### config.mk
export PLATFORM = sky130hd
export DESIGN_NAME = elevator_ctrl_fsm
export DESIGN_NICKNAME = d
export VERILOG_FILES = /design/src/rtl/elevator_pkg.sv /design/src/rtl/elevator_ctrl_fsm_req_scan.sv /design/src/rtl/elevator_ctrl_fsm.sv
export SDC_FILE = /design/constraint.sdc
export NUM_CORES = 1
export LEC_CHECK = 0
export CELL_PAD_IN_SITES_DETAIL_PLACEMENT = 0
export CELL_PAD_IN_SITES_GLOBAL_PLACEMENT = 2
export CORE_UTILIZATION = 30
export DETAILED_ROUTE_END_ITERATION = 7
export GPL_TIMING_DRIVEN = 0
export PLACE_DENSITY = 0.79
export SETUP_SLACK_MARGIN = 0.4
export SYNTH_ARGS = -nofsm -noshare
export SYNTH_HDL_FRONTEND = slang
export SYNTH_SLANG_ARGS = --single-unit
### constraint.sdc
create_clock -name clk -period 2.3 [get_ports clk]
set_clock_uncertainty 0.2 [all_clocks]
set_input_delay 0.46 -clock clk [delete_from_list [all_inputs] [get_ports clk]]
set_output_delay 0.46 -clock clk [all_outputs]
set_load 0.05 [all_outputs]
### src/rtl/elevator_pkg.sv
// Shared definitions for the elevator controller: FSM state encoding.
package elevator_pkg;

  localparam int STATE_W = 2;

  typedef enum logic [STATE_W-1:0] {
    IDLE       = 2'b00,
    MOVE       = 2'b01,
    DOOR_OPEN  = 2'b10,
    DOOR_CLOSE = 2'b11
  } state_e;

endpackage

### src/rtl/elevator_ctrl_fsm_req_scan.sv
// Combinational request scanner: reports whether any latched call lies ahead of
// or behind the car relative to its current travel direction.
module req_scan #(
  parameter int NUM_FLOORS = 4,
  parameter int FLOOR_W    = $clog2(NUM_FLOORS)
) (
  input  logic [NUM_FLOORS-1:0] pending,
  input  logic [FLOOR_W-1:0]    cur_floor,
  input  logic                  dir_up,
  output logic                  ahead,
  output logic                  behind
);

  logic above;
  logic below;

  // NOTE: every variable driven in always_comb gets a default first, so no
  // path leaves it unassigned and no latch is inferred.
  always_comb begin
    above = 1'b0;
    below = 1'b0;
    for (int i = 0; i < NUM_FLOORS; i++) begin
      if (i > int'(cur_floor)) above = above | pending[i];
      if (i < int'(cur_floor)) below = below | pending[i];
    end
  end

  assign ahead  = dir_up ? above : below;
  assign behind = dir_up ? below : above;

endmodule

### src/rtl/elevator_ctrl_fsm.sv
// Registered N-floor elevator controller: latches calls, moves the car floor by
// floor with a travel timer and sequences door open/close with a door timer.
module elevator_ctrl_fsm
  import elevator_pkg::*;
#(
  parameter int NUM_FLOORS    = 4,
  parameter int FLOOR_W       = $clog2(NUM_FLOORS),
  parameter int TRAVEL_CYCLES = 8,
  parameter int DOOR_CYCLES   = 5,
  parameter int TMR_W         = 8
) (
  input  logic                  clk,
  input  logic                  rst_n,
  input  logic [NUM_FLOORS-1:0] floor_key,
  input  logic                  door_block,
  output logic [FLOOR_W-1:0]    cur_floor,
  output logic                  dir_up,
  output logic                  moving,
  output logic                  door_open,
  output logic [STATE_W-1:0]    state,
  output logic [NUM_FLOORS-1:0] pending
);

  localparam logic [TMR_W-1:0]   TRAVEL_LOAD = TMR_W'(TRAVEL_CYCLES - 1);
  localparam logic [TMR_W-1:0]   DOOR_LOAD   = TMR_W'(DOOR_CYCLES - 1);
  localparam logic [TMR_W-1:0]   TMR_ONE     = TMR_W'(1);
  localparam logic [FLOOR_W-1:0] FLOOR_ONE   = FLOOR_W'(1);
  localparam logic [FLOOR_W-1:0] TOP_FLOOR   = FLOOR_W'(NUM_FLOORS - 1);

  state_e                  state_q, state_d;
  logic [FLOOR_W-1:0]      cur_floor_q, floor_d, step_floor;
  logic                    dir_up_q, dir_d;
  logic [NUM_FLOORS-1:0]   pending_q, pending_d;
  logic [TMR_W-1:0]        tmr_q, tmr_d;
  logic                    moving_q, door_open_q;

  logic                    ahead, behind;
  state_e                  dec_state;
  logic                    dec_dir;
  logic [TMR_W-1:0]        dec_tmr;

  req_scan #(
    .NUM_FLOORS (NUM_FLOORS),
    .FLOOR_W    (FLOOR_W)
  ) u_req_scan (
    .pending   (pending_q),
    .cur_floor (cur_floor_q),
    .dir_up    (dir_up_q),
    .ahead     (ahead),
    .behind    (behind)
  );

  // Shared decision rule used from IDLE and at the end of DOOR_CLOSE.
  always_comb begin
    dec_state = IDLE;
    dec_dir   = dir_up_q;
    dec_tmr   = '0;
    if (pending_q[cur_floor_q]) begin
      dec_state = DOOR_OPEN;
      dec_tmr   = DOOR_LOAD;
    end else if (ahead) begin
      dec_state = MOVE;
      dec_tmr   = TRAVEL_LOAD;
    end else if (behind) begin
      dec_state = MOVE;
      dec_dir   = ~dir_up_q;
      dec_tmr   = TRAVEL_LOAD;
    end
  end

  // Saturating step keeps the car inside 0..NUM_FLOORS-1 even on bad input.
  always_comb begin
    step_floor = cur_floor_q;
    if (dir_up_q) begin
      if (cur_floor_q != TOP_FLOOR) step_floor = cur_floor_q + FLOOR_ONE;
    end else if (cur_floor_q != '0) begin
      step_floor = cur_floor_q - FLOOR_ONE;
    end
  end

  always_comb begin
    state_d   = state_q;
    floor_d   = cur_floor_q;
    dir_d     = dir_up_q;
    tmr_d     = tmr_q;
    pending_d = pending_q | floor_key;

    unique case (state_q)
      IDLE: begin
        state_d = dec_state;
        dir_d   = dec_dir;
        tmr_d   = dec_tmr;
      end

      MOVE: begin
        if (tmr_q != '0) begin
          tmr_d = tmr_q - TMR_ONE;
        end else begin
          floor_d = step_floor;
          if (pending_q[step_floor]) begin
            state_d = DOOR_OPEN;
            tmr_d   = DOOR_LOAD;
          end else begin
            tmr_d = TRAVEL_LOAD;
          end
        end
      end

      DOOR_OPEN: begin
        // Calls for the open floor are served on the spot and never stay latched.
        pending_d[cur_floor_q] = 1'b0;
        if (door_block || floor_key[cur_floor_q]) begin
          tmr_d = DOOR_LOAD;
        end else if (tmr_q == '0) begin
          state_d = DOOR_CLOSE;
        end else begin
          tmr_d = tmr_q - TMR_ONE;
        end
      end

      DOOR_CLOSE: begin
        if (door_block) begin
          state_d = DOOR_OPEN;
          tmr_d   = DOOR_LOAD;
        end else begin
          state_d = dec_state;
          dir_d   = dec_dir;
          tmr_d   = dec_tmr;
        end
      end

      default: state_d = IDLE;
    endcase
  end

  // NOTE: sequential state uses non-blocking assignments so every register
  // samples the pre-edge values and simulation matches the synthesized flops.
  always_ff @(posedge clk or negedge rst_n) begin
    if (!rst_n) begin
      state_q     <= IDLE;
      cur_floor_q <= '0;
      dir_up_q    <= 1'b1;
      pending_q   <= '0;
      tmr_q       <= '0;
      moving_q    <= 1'b0;
      door_open_q <= 1'b0;
    end else begin
      state_q     <= state_d;
      cur_floor_q <= floor_d;
      dir_up_q    <= dir_d;
      pending_q   <= pending_d;
      tmr_q       <= tmr_d;
      moving_q    <= (state_d == MOVE);
      door_open_q <= (state_d == DOOR_OPEN);
    end
  end

  assign cur_floor = cur_floor_q;
  assign dir_up    = dir_up_q;
  assign moving    = moving_q;
  assign door_open = door_open_q;
  assign state     = state_q;
  assign pending   = pending_q;

endmodule

-- After elaboration in Yosys (flattened, before gate mapping)
Index checks and enable logic that the tools add are counted.
- bits in registers: 19
- bits of input ports: 7
- logic and storage cells: 88
- output and inout port bits: 11
- equality and inequality tests: 8
- $lt $le $gt $ge: 9
- $add $sub $neg: 3
- multiplexer cells: 43
- bitwise gates (word level): 9
- reduce and logical (&&, ||, !) cells: 9
- operators by type and width (kind ; count):
    $mux 8 ; 4
    $pmux 8 s4 ; 1
    $mux 2 ; 10
    $mux 1 ; 18
    $mux 3 ; 3
    $logic_not 8->1 ; 1
    $pmux 2 s4 ; 1
    $reduce_bool 8->1 ; 1
    $sub 8x1->8 const B ; 1
    $bmux 1 s2 ; 3
    $eq 2x2->1 const B ; 3
    $lt 2x3->1 const B ; 2
    $and 4x4->4 ; 1
    $eq 2x1->1 const B ; 2
    $gt 2x2->1 const A ; 2
    $lt 1x2->1 const A ; 2
    $mux 4 ; 1
    $ne 2x2->1 const B ; 2
    $not 4->4 ; 1
    $or 1x1->1 ; 4
    $or 4x4->4 ; 1
    $reduce_and 2->1 ; 2
    $reduce_bool 2->1 ; 2
    $ne 3x3->1 const B ; 1
    11 further kinds ; 12

-- Depth between registers and ports, before layout
Gate-level depths: netlist of run 1.
- depth after elaboration: 13
- depth in mapped cells: 7
- depth with buffers taken out: 6

-- Cells and area by module
From an unflattened synthesis of run 1, not the netlist that was laid out.
- cell total of the unflattened synthesis: 113
- area, all modules: 1116.1 µm²
- modules (own cells, without submodules) (module ; instances ; sequential area each (µm²) ; cells an instance ; area an instance (µm²)):
    elevator_ctrl_fsm ; 1 ; 476.7 ; 103 ; 1048.5
    req_scan ; 1 ; 0.0 ; 10 ; 67.6

-- Worst setup path after synthesis of run 1
Ideal clock, no wire load.
- path kind: reg2reg
- start point: reg cur_floor_q[0], in the netlist cur_floor[0]
- end point: reg tmr_q[5]
- arrival time: 2046 ps
- clock period less this slack: 2380 ps
- setup slack: -80 ps
- path buffers: 1
- required time: 1966 ps
- library setup time: 134 ps
- stages on the path, launching flop included: 7
- cell sequence: dfrtp_1 > buf_6 > mux4_2 > or3_4 > o211ai_1 > xor2_1 > nor2_1
- cells in the longest elaborated chain, start to end: 5
- elaborated cells between the ends (all ways): 6
- those cells by class: 1 x eq/ne; 4 x mux; 1 x reduce/logical
- RTL lines (item ; RTL line ; text):
    start, declared ; elevator_ctrl_fsm.sv:31 ; logic [FLOOR_W-1:0] cur_floor_q, floor_d, step_floor;
    start signal, assigned ; elevator_ctrl_fsm.sv:149 ; cur_floor_q <= floor_d;
    $bmux 1 s2 (*) ; elevator_ctrl_fsm.sv:112 ; if (door_block || floor_key[cur_floor_q]) begin
    $mux 1 (implied by the code) (*) ; elevator_ctrl_fsm.sv:112 ;
    $logic_or 1x1->1 (*) ; elevator_ctrl_fsm.sv:112 ;
    $mux 8 ; elevator_ctrl_fsm.sv:112 ;
    $pmux 8 s4 ; elevator_ctrl_fsm.sv:88 ; unique case (state_q)
    end signal, assigned ; elevator_ctrl_fsm.sv:152 ; tmr_q <= tmr_d;
    end, declared ; elevator_ctrl_fsm.sv:34 ; logic [TMR_W-1:0] tmr_q, tmr_d;
Mark *: on every way between the ends. The rest lies on a longest branch, timed or not. The select of a mux whose other input is x is not followed.
A chain may end at the register's enable or synchronous reset.

-- Worst setup path after layout of run 1
Same ends and word-level chain as after synthesis.

==> impl_results.md, run 1 <==
* Setup-failing EPs final at 0
* Synth Area per Inst at 9.663 um^2
* Post-Synth Simple-Gate Area at 19.54%
* Critical path required time at 2.28 ns
* Die span in y at 62.07 um
* CP Launch Type: register
* Area contributors post-synth: dfrtp_1 (42%), nor2_1 (5.5%), o21ai_0 (4.6%)
* Slew Limit Fails at 0
* GPL Wtd Cong at 0.7735
* Yosys reg bits at 19
* Hpwl dp at 1.785 mm
* Sequential share of power at 29.3%
* FF-to-FF Start: cur_floor[0]$_DFFE_PN0P_
* IO Count at 18
* Clk_lat worst skew at 0.29 ns
* Max IR drop VDD at 0.6460 mV
* Worst rel slew slack at 41.61%
* Count of input and output buffers at 17
* Number of H-tree levels at 1
* Setup CP Type: reg -> reg
* Worst hold stages at 2
* DR iter-0 viols at 44
* First-pass GRT wire length at 4.278 mm
* Gr ovfl total at 0
* Critical Path AT at 2.06 ns
* Xor-xnor portion of the synthesized cell area at 5.665%
* Antenna violations before repair at 0
* Switching portion of total power at 46.74%
* Mapped Area at 0.001082 mm^2
* Vias in the first global route at 889
* Layout cell share with drive strength beyond 1 at 35.10%
* Worst reg2reg endpoint: tmr_q[5]$_DFFE_PN0P_
* Root buffer cell: clkbuf_4
* R2R setup slack at 0.22 ns
* Area share of the largest cell type after synthesis at 41.62%
* Via Count at 969
* Adder-cell share of the synthesized area at 2.312%
* Num CTS Buffers at 3
* R2r worst-path depth at 6
* Hold Startpoint: dir_up$_DFFE_PN1P_
* First-pass DRT Iterations at 4
* Site Rows at 21
* Psw at 0.8542 mW
* Leak pwr at 0.6547 nW
* Synth Area in Compound Gates at 19.65%
* Area of the core at 0.003390 mm^2
* Clock tree from TritonCTS: yes
* NumNets Final at 161
* Final Hold Fails at 0
* ANT cells at 0
* Tcrit/Tclk final at 90.26%
* Hold EP: dir_up$_DFFE_PN1P_
* Residual DRC at 0
* Sequential cell area fraction in the yosys report at 44.05%
* Combinational power share at 61.8%
* Int Pwr at 0.9733 mW
* Total Wirelength at 2.654 mm
* Mapped Cells at 112
* Routed WL per cell at 13.47 um
* Mux share of post-synthesis cell area at 4.509%
* Main combinational cell family by area after synthesis: compound AO/OA/AOI/OAI gates
* Synth-to-Final Area Change at 46.01%
* Max-cap violations at 0
* Cell taking the most area after synthesis: dfrtp_1
* PD cells at 1156 mW/mm^2
* Util after Layout at 46.62%
* Synth unique cells at 41
* Setup TNS after final layout at 0 ns
* Worst Path Max Fanout at 3
* Yosys warnings at 0
* Full die area at 0.003852 mm^2
* Design Power at 1.827 mW
* Unrepaired setup endpoints after global routing: true
* Initial Util at 31.93%
* Gr usage total at 15.65%
* Crit path capture type: register
* Min Clock Period, post-route at 2.076 ns
* Die X at 62.07 um
* Clock slew at reported path FFs at 0.10 ns
* Clock Tree Buf Depth at 2
* Worst setup path start: cur_floor[0]$_DFFE_PN0P_
* Run status: finished, final reports clean
* Clock power share at 9.0%
* Slew @ Worst Pin at 0.8731 ns
* Largest net degree at the start of global routing at 20
* Vias per inst at 4.919
* Post-synth net total at 121
* Hold Path Class: reg -> reg
* Sink Count at 19
* Antenna Nets Post-Route at 0
* Fmax at 481.7 MHz
==> synth_stat cells <==
| master | instances |
|---|---|
| buf_2 | 1 |
| nand3b_1 | 3 |
| o22ai_1 | 1 |
| and2_1 | 1 |
| nor3b_1 | 2 |
| nor3_1 | 1 |
| or3_4 | 1 |
| nor4_1 | 1 |
| dfrtp_1 | 18 |
| o21ai_0 | 10 |
| dfstp_2 | 1 |
| mux4_2 | 1 |
| inv_1 | 7 |
| o211ai_1 | 2 |
| o32a_1 | 2 |
| buf_6 | 1 |
| a21oi_1 | 7 |
| and3_1 | 1 |
| clkbuf_1 | 1 |
| ha_1 | 2 |
| xor2_1 | 5 |
| nand2b_1 | 2 |
| nor2_1 | 16 |
| a2111oi_2 | 1 |
| xnor2_1 | 2 |
| nor3_2 | 1 |
| a211oi_1 | 2 |
| a222oi_1 | 1 |
| or3_1 | 1 |
| nand2_1 | 5 |
| or2_2 | 1 |
| or2b_1 | 1 |
| nor2b_1 | 2 |
| a21oi_2 | 1 |
| o31a_1 | 1 |
| o21ai_1 | 1 |
| a31oi_1 | 1 |
| o31ai_1 | 1 |
| mux4_1 | 1 |
| a2111oi_1 | 1 |
| nand3_1 | 1 |
==> cell type report <==
type | count | area, um^2
fillers | 313 | 1809
multi-input cells | 83 | 655.6
flip-flops and latches | 19 | 480.5
repair buffers | 35 | 307.8
well taps | 46 | 57.56
inverters | 7 | 28.78
clock buffers | 4 | 26.28
plain buffers | 3 | 23.77
==> metrics by stage <==
stage | hold WS (ns) | cells | instance area [um^2] | setup slack (ns)
after floorplan | -0.03559 | 112 | 1085 | 0.05937
after global placement | 0.3227 | 175 | 1313 | -0.2299
after detailed placement | 0.3325 | 175 | 1313 | -0.2258
after CTS | 0.3399 | 190 | 1488 | 0.1511
after global routing | 0.3512 | 197 | 1580 | 0.1196
final | 0.3262 | 197 | 1580 | 0.2241
==> how the worst max path moves through the flow <==
stage	end	slack, ns	cells after the start
after floorplan	tmr_q[5]$_DFFE_PN0P_	0.06	6
after global placement	tmr_q[5]$_DFFE_PN0P_	-0.23	6
after detailed placement	tmr_q[5]$_DFFE_PN0P_	-0.23	6
after CTS	tmr_q[4]$_DFFE_PN0P_	0.15	8
after global routing	tmr_q[6]$_DFFE_PN0P_	0.12	8
final	tmr_q[5]$_DFFE_PN0P_	0.22	6
==> worst max-delay path, cell delays in order (launching register included) <==
cell      delay, ns
dfrtp_2        0.38
buf_6          0.10
mux4_2         0.52
or3_4          0.36
o211ai_1       0.20
xor2_1         0.16
nor2_1         0.05
==> routing by layer <==
layer / GRT usage (%) / wire length, um / up-vias
met5: 0 / 0 / -
met4: 4.762 / 24 / 0
met3: 2.692 / 79 / 4
met2: 24.32 / 1281 / 23
met1: 22.15 / 1269 / 462
li1: - / - / 480
==> power by group through the flow <==
stage	Sequential [mW]	Combinational, mW	Clock [mW]
floorplan	0.695	0.450	0
global placement	0.527	0.865	0
detailed placement	0.527	0.866	0
CTS	0.530	1.02	0.176
global route	0.552	1.23	0.185
finish	0.535	1.13	0.164
==> state kept, by name, indices dropped and copies added (netlist names) <==
name / cells
state: 2
tmr_q: 8
pending: 4
dir_up: 1
cur_floor: 2
moving: 1
door_open: 1
==> what timing repair did <==
item,CTS,global route
resized for setup,41,28
pin swaps,9,14
setup endpoints to repair,26,19
setup buffers,11,7
hold buffers,0,0
==> kinds of logic after synthesis <==
family                     count (synthesis)
buffers and inverters                     10
muxes                                      2
AOI/OAI and AO/OA                         32
DFF                                       19
xor gates and xnor gates                   7
adders and majority gates                  2
and+or+nand+nor                           40
==> layout by cell type (no fill, tap or decap), types with 3 or more instances in the layout <==
cell             count
a21oi_1              5
buf_4               12
buf_6                8
clkbuf_2             3
clkbuf_4             3
clkdlybuf4s15_2      4
dfrtp_1             15
dfrtp_2              3
dlygate4sd2_1        7
inv_1                6
nand2_1              4
nand3b_1             3
nor2_1              14
o21ai_0              5
o21ai_1              5
xor2_1               5
(Power assumes the default switching activity.)
==> run 2: changes to the inputs <==
- ABC_AREA: default -> 1
- MAX_ROUTING_LAYER: default -> met4
- PLACE_DENSITY: 0.79 -> 0.82
==> run 2 against run 1 <==
Via count rose by 20%. Utilization fell by 8.0 points. Worst hold slack improved by 0.041 ns. Non-clock buffer count fell by 17. Setup slack improved by 0.23 ns. Critical endpoint is now pending[0]. Largest cell class unchanged.
==> impl_results.md, run 2 <==
* Asr flop ratio synth at 100.0% (unchanged)
* CP Launch Type: register
* Setup CP Type: reg -> out
* Slew @ Worst Pin at 0.9311 ns (+0.05804 ns)
* Clock tree from TritonCTS: yes
* Area of the core at 0.004115 mm^2 (+21%)
* Number of H-tree levels at 1 (unchanged)
* Min Clock Period, post-route at 1.845 ns (-0.2312 ns)
* Antenna Nets Post-Route at 0 (unchanged)
* Num CTS Buffers at 3 (unchanged)
* Biggest register: tmr_q
* Synth Area per Inst at 7.696 um^2 (-20%)
* Routed WL per cell at 12.30 um (-8.7%)
* Commonest non-fill, non-tap cell in the layout: nand2_1
* EDFF count, synth at 0 (unchanged)
* Via Count at 1160 (+20%)
* Worst Slack Setup Final at 0.4553 ns (+0.2312 ns)
* Max-cap violations at 0 (unchanged)
* Clock slew at reported path FFs at 0.09 ns (about the same)
* DR iter-0 viols at 93 (+110%)
* Largest net degree at the start of global routing at 20 (unchanged)
* Vias in the first global route at 1130 (+27%)
* Psw at 1.218 mW (+43%)
* Site Rows at 23 (+9.5%)
* Hpwl dp at 2.297 mm (+29%)
* First-pass DRT Iterations at 4 (unchanged)
* Most frequent cells in the layout: nand2_1 (34), inv_1 (20), dfrtp_1 (18)
* Setup TNS after final layout at 0 ns (unchanged)
* Antenna violations before repair at 0 (unchanged)
* Design Area, Final at 0.001589 mm^2 (+0.55%)
* Total Wirelength at 3.013 mm (+14%)
* Top FF cell, synth: dfrtp_1
* Sink Count at 19 (unchanged)
* Sequential share of power at 24.4% (-4.9 points)
* IO Count at 18 (unchanged)
* Count of input and output buffers at 17 (unchanged)
* Most frequent cells after synthesis: nand2_1 (34), inv_1 (21), dfrtp_1 (18), nor2_1 (14), nand3_1 (11)
* Gr ovfl total at 0 (unchanged)
* Yosys warnings at 0 (unchanged)
* Max IR drop VDD at 0.7534 mV (+17%)
* Initial Util at 32.17% (+0.24 points)
* Full die area at 0.004682 mm^2 (+22%)
* ANT cells at 0 (unchanged)
* Count leader, synth: nand2_1
* Critical path's largest stage delay at 0.51 ns (about the same)
* Hold Path Class: reg -> reg
* Combinational power share at 64.8% (+3.0 points)
* Gr usage total at 16.13% (+0.48 points)
* Crit path capture type: primary output
* Switching portion of total power at 53.54% (+6.8 points)
* Cell taking the most area after synthesis: dfrtp_1
* Count of hold-fix buffers inserted at cts at 0 (unchanged)
* Clock power share at 10.9% (+1.9 points)
* Post-synth net total at 181 (+50%)
* Clock Tree Buf Depth at 2 (unchanged)
* DP Area at 0.001556 mm^2 (+19%)
* Util after Layout at 38.61% (-8.0 points)
* Int Pwr at 1.057 mW (+8.6%)
* NumNets Final at 205 (+27%)
* Dpl ws at 0.2672 ns (+0.4930 ns)
* Run status: finished, final reports clean
* Critical Path AT at 1.18 ns (-0.88 ns)
* Critical path's slowest cell: clkdlybuf4s15_1
* First-pass GRT wire length at 5.333 mm (+25%)
* R2R setup slack at 0.55 ns (+0.33 ns)
* Sequential cell area fraction in the yosys report at 36.01% (-8.0 points)
* Clk_lat worst skew at 0.27 ns (-0.02 ns)
* Worst rel slew slack at 37.73% (-3.9 points)
* Yosys reg bits at 19 (unchanged)
* GPL Wtd Cong at 0.8872 (+15%)
* Final Hold Fails at 0 (unchanged)
* Tcrit/Tclk final at 80.20% (-10 points)
* Root buffer cell: clkbuf_8
* Synth unique cells at 30 (-27%)
* Critical Path, Cell by Cell: clkdlybuf4s15_1
* Mapped Cells at 172 (+54%)
* Vias per inst at 4.735 (-3.7%)
* Worst Path Buf+Inv at 1 (unchanged)
* Largest register FFs at 8 (unchanged)
* Area share of the largest cell type after synthesis at 34.03% (-7.6 points)
* Setup-failing EPs final at 0 (unchanged)
* Synth-to-Final Area Change at 20.04%
* Residual DRC at 0 (unchanged)
* Unrepaired setup endpoints after global routing: true
* PD cells at 1432 mW/mm^2 (+24%)
* Critical path required time at 1.64 ns (-0.64 ns)
* Fmax at 542.1 MHz (+13%)
* Die X at 68.43 um (+10%)
* Slew Limit Fails at 0 (unchanged)
* Area contributors post-synth: dfrtp_1 (34%), nand2_1 (9.6%), inv_1 (6.0%)
* Die span in y at 68.43 um (+10%)
* Mapped Area at 0.001324 mm^2 (+22%)
* Layout cell share with drive strength beyond 1 at 28.21% (-6.9 points)
* Crit path max-delay family: buffers and inverters
* Leak pwr at 0.7820 nW (+19%)
* Worst Path Max Fanout at 4 (+1)
[run 2: metal layers]
metal / track usage, % / up-vias / wire (um)
li1: - / 590 / -
met1: 22.12 / 542 / 1549
met2: 23.28 / 26 / 1324
met3: 4.000 / 2 / 115
met4: 4.427 / 0 / 24
met5: - / - / 0
[run 2: through the flow]
step | power, mW | instances | hold slack (ns)
detailed placement | 2.063 | 239 | 0.3555
global route | 2.472 | 245 | 0.3975
global placement | 2.057 | 239 | 0.3389
finish | 2.276 | 245 | 0.3676
CTS | 2.282 | 243 | 0.3751
floorplan | 1.714 | 172 | -0.03559
[run 2: logic make-up (layout without fill, tap and decap cells)]
group                      Yosys count  count (layout)  share of synthesized area (%)
adders and majority gates            2               2                          1.890
DFF                                 19              19                          36.01
and+or+nand+nor                     94              94                          39.32
xor gates and xnor gates             4               4                          2.647
buffers and inverters               31              54                          10.11
AOI/OAI and AO/OA                   22              22                          10.02
[run 2: worst register-to-register path: stages, from the launching register on]
cell and delay, ns:
dfrtp_1 0.41, inv_2 0.10, ha_1 0.15, nand2_1 0.09
nor2_4 0.18, nand4_4 0.19, nand2_4 0.15, buf_4 0.13
nor3_2 0.04
[run 2: layout make-up]
class,instances,area [um^2]
sequential,19,476.7
clock inverter,1,5.005
buffer,2,22.52
timing repair buffer,19,156.4
clock buffer,3,41.29
fill,442,2526
multi-input combinational,122,713.2
tap,50,62.56
inverter,29,111.4
[run 2: what timing repair did]
action / CTS / global route
resized for setup: 16 / 9
endpoints found under the setup margin: 11 / 10
gates cloned: 0 / 0
pin swaps: 0 / 2
buffers inserted: 0 / 2
[run 2: worst paths after layout]
path	to	cells after the start	startpoint
min in group asynchronous	pending[0]$_DFF_PN0_	1	rst_n
min	tmr_q[6]$_DFFE_PN0P_	2	tmr_q[6]$_DFFE_PN0P_
max	pending[0]	1	pending[0]$_DFF_PN0_
min reg2reg	tmr_q[6]$_DFFE_PN0P_	2	tmr_q[6]$_DFFE_PN0P_
max reg2reg	tmr_q[7]$_DFFE_PN0P_	8	tmr_q[0]$_DFFE_PN0P_
max in group asynchronous	tmr_q[3]$_DFFE_PN0P_	1	rst_n
[run 2: power by group through the flow]
| stage | sequential, mW | combinational, mW | clock [mW] |
|---|---|---|---|
| 5_1_grt | 0.571 | 1.63 | 0.268 |
| 2_1_floorplan | 0.777 | 0.937 | 0 |
| 3_5_place_dp | 0.560 | 1.50 | 0 |
| 4_1_cts | 0.554 | 1.47 | 0.258 |
| 6_report | 0.554 | 1.47 | 0.247 |
| 3_3_place_gp | 0.559 | 1.50 | 0 |
==> run 3: changes to the inputs <==
- CORE_UTILIZATION: 30 -> 28
- PLACE_DENSITY: 0.82 -> 0.8
- clock period: 2.3 -> 1.5 ns (I/O delays scaled with it)
==> run 3 against run 2 <==
The run now ends with hold timing, setup timing left. Worst hold slack got worse by 0.47 ns. Sequential share of layout area shrank 5.6 points. Die area is 6.9% higher. Critical path depth grew 7. Flip-flop and latch count did not move. Clock-buffer cell count unchanged. First-iteration DRC count is 69% lower. Via count increased by 7.3%. Critical path type is now reg -> reg. Critical endpoint is now tmr_q[7]$_DFFE_PN0P_. Largest power group unchanged.
==> impl_results.md, run 3 (synthesis gave the netlist of run 2 again) <==
* Run status: finished with violations
* Failing checks: hold timing, setup timing
* Total Wirelength at 3.314 mm (+10%)
* CP Launch Type: register
* Clock slew at reported path FFs at 0.08 ns (about the same)
* Clk_lat worst skew at 0.26 ns (about the same)
* Hold Path Class: in -> async
* Critical Path AT at 1.74 ns (+0.56 ns)
* Design Power at 4.482 mW (+97%)
* Num CTS Buffers at 3 (unchanged)
* Slew @ Worst Pin at 0.5269 ns (-0.4042 ns)
* Met1 WL at 1.579 mm (+1.9%)
* Slew Limit Fails at 0 (unchanged)
* Tcrit/Tclk final at 116.5%
* DR iter-0 viols at 29 (-69%)
* Via Count at 1245 (+7.3%)
* Met3 WL post-DR at 117 um (+1.7%)
* Vias per inst at 4.628 (-2.2%)
* Sink Count at 19 (unchanged)
* Cells after DPL at 241 (+0.84%)
* Die X at 70.76 um (+3.4%)
* Max IR drop VDD at 0.9967 mV (+32%)
* Worst rel slew slack at 64.87% (+27 points)
* NumNets Final at 227 (+11%)
* Vias in the first global route at 1258 (+11%)
* Clock tree from TritonCTS: yes
* First-pass GRT wire length at 5.816 mm (+9.1%)
* Setup CP Type: reg -> reg
* Crit path capture type: register
* Worst Slack Setup Final at -0.2471 ns (-0.7025 ns)
* Cell Count, Final, Fillers Out at 269 (+9.8%)
* Largest net degree at the start of global routing at 20 (unchanged)
* Final Hold Fails at 18 (+18)
* Gr usage total at 15.12% (-1.0 points)
* Root buffer cell: clkbuf_8
* Most frequent cells in the layout: nand2_1 (30), buf_4 (19), inv_1 (17)
* Residual DRC at 0 (unchanged)
* Min Hold Slack at -0.1031 ns (-0.4707 ns)
* Area of the core at 0.004444 mm^2 (+8.0%)
* Full die area at 0.005007 mm^2 (+6.9%)
* Biggest register: tmr_q
* Number of H-tree levels at 1 (unchanged)
* Die span in y at 70.76 um (+3.4%)
* Min Clock Period, post-route at 1.747 ns
* Gr ovfl total at 0 (unchanged)
* Fmax at 572.4 MHz
* ANT cells at 0 (unchanged)
* Setup-failing EPs final at 15 (+15)
* R2r worst-path depth at 8 (unchanged)
* Worst Path Max Fanout at 9 (+5)
* WL met2 at 1.568 mm (+18%)
* Worst reg2reg endpoint: tmr_q[7]$_DFFE_PN0P_
* Filler Cell Count at 444 (+0.45%)
* Max-cap violations at 0 (unchanged)
* R2R setup slack at -0.25 ns (-0.80 ns)
* Count of input and output buffers at 17 (unchanged)
* Synth-to-Final Area Change at 50.57%
* Antenna Nets Post-Route at 0 (unchanged)
* First-pass DRT Iterations at 4 (unchanged)
* GPL Wtd Cong at 0.8589 (-3.2%)
* Site Rows at 24 (+4.3%)
* Initial Util at 29.79% (-2.4 points)
* Antenna violations before repair at 0 (unchanged)
* IO Count at 18 (unchanged)
* Routed WL per cell at 12.32 um (+0.18%)
* Leak pwr at 0.9333 nW (+19%)
* PD cells at 2249 mW/mm^2 (+57%)
* Top Metal Used: met4
* Critical path required time at 1.49 ns (-0.15 ns)
* Hpwl dp at 2.330 mm (+1.5%)
* Largest register FFs at 8 (unchanged)
* Unrepaired setup endpoints after global routing: true
* Clock Tree Buf Depth at 2 (unchanged)
* Commonest non-fill, non-tap cell in the layout: nand2_1
* FF-to-FF Start: cur_floor[1]$_DFFE_PN0P_
* Layout cell share with drive strength beyond 1 at 47.93% (+20 points)
run 3: cell count changes in the layout (fill, tap and decap cells not counted), sizes merged:
cell / delta
dlygate4sd2: -3
clkdlybuf4s15: -1
buf: +32
clkdlybuf4s50: -1
clkbuf: -5
run 3: cell type report:
| type | count | area, um^2 | area share (%) |
|---|---|---|---|
| Multi-Input combinational cell | 122 | 824.5 | 41.37 |
| Sequential cell | 19 | 486.7 | 24.42 |
| Timing Repair Buffer | 41 | 416.7 | 20.90 |
| Inverter | 29 | 113.9 | 5.712 |
| Tap cell | 52 | 65.06 | 3.264 |
| Clock buffer | 3 | 41.29 | 2.072 |
| Buffer | 2 | 40.04 | 2.009 |
| Clock inverter | 1 | 5.005 | 0.2511 |
run 3: stage by stage:
| stage | cell area, um^2 | TNS, ns | worst slack (ns) | utilization (%) | hold WS (ns) |
|---|---|---|---|---|---|
| finish | 1993 | -2.461 | -0.2471 | 44.85 | -0.1031 |
| global route | 1993 | -4.063 | -0.3461 | 44.85 | -0.06162 |
| CTS | 1823 | -2.811 | -0.2579 | 41.02 | -0.08751 |
| detailed placement | 1597 | -9.802 | -0.3496 | 35.92 | 0.3367 |
| global placement | 1597 | -9.100 | -0.3515 | 35.92 | 0.3341 |
| floorplan | 1361 | -2.346 | -0.2455 | - | -0.1956 |
run 3: worst max-delay path, stage by stage, from the launching register on:
cell and delay, ns:
dfrtp_2 0.43, buf_12 0.15, buf_4 0.14, nor3_4 0.19, nor2_4 0.08, nand4_4 0.12, nand2_4 0.08, buf_12 0.13
nor3_2 0.15
run 3: power breakdown:
part           switching [mW]  internal, mW
Clock                   0.195         0.185
Sequential              0.199         0.706
Combinational            1.79          1.41
run 3: routing by layer:
layer,vias to the layer above,global-route usage [%]
met3,4,2.707
met4,0,4.667
met5,-,-
met1,581,20.14
met2,22,23.40
li1,638,-
run 3: how the worst max path moves through the flow:
stage                           endpoint                     start
finish              tmr_q[7]$_DFFE_PN0P_  cur_floor[1]$_DFFE_PN0P_
global route        tmr_q[2]$_DFFE_PN0P_  cur_floor[1]$_DFFE_PN0P_
CTS                 tmr_q[2]$_DFFE_PN0P_  cur_floor[1]$_DFFE_PN0P_
detailed placement  tmr_q[2]$_DFFE_PN0P_              floor_key[3]
global placement    tmr_q[2]$_DFFE_PN0P_              floor_key[3]
floorplan           tmr_q[2]$_DFFE_PN0P_  cur_floor[1]$_DFFE_PN0P_
run 3: what timing repair did:
action / in CTS / in global routing
endpoints found under the hold margin: 18 / 18
gates resized for setup: 88 / 21
setup endpoints to repair: 49 / 30
pin swaps: 5 / 7
buffers inserted: 14 / 10
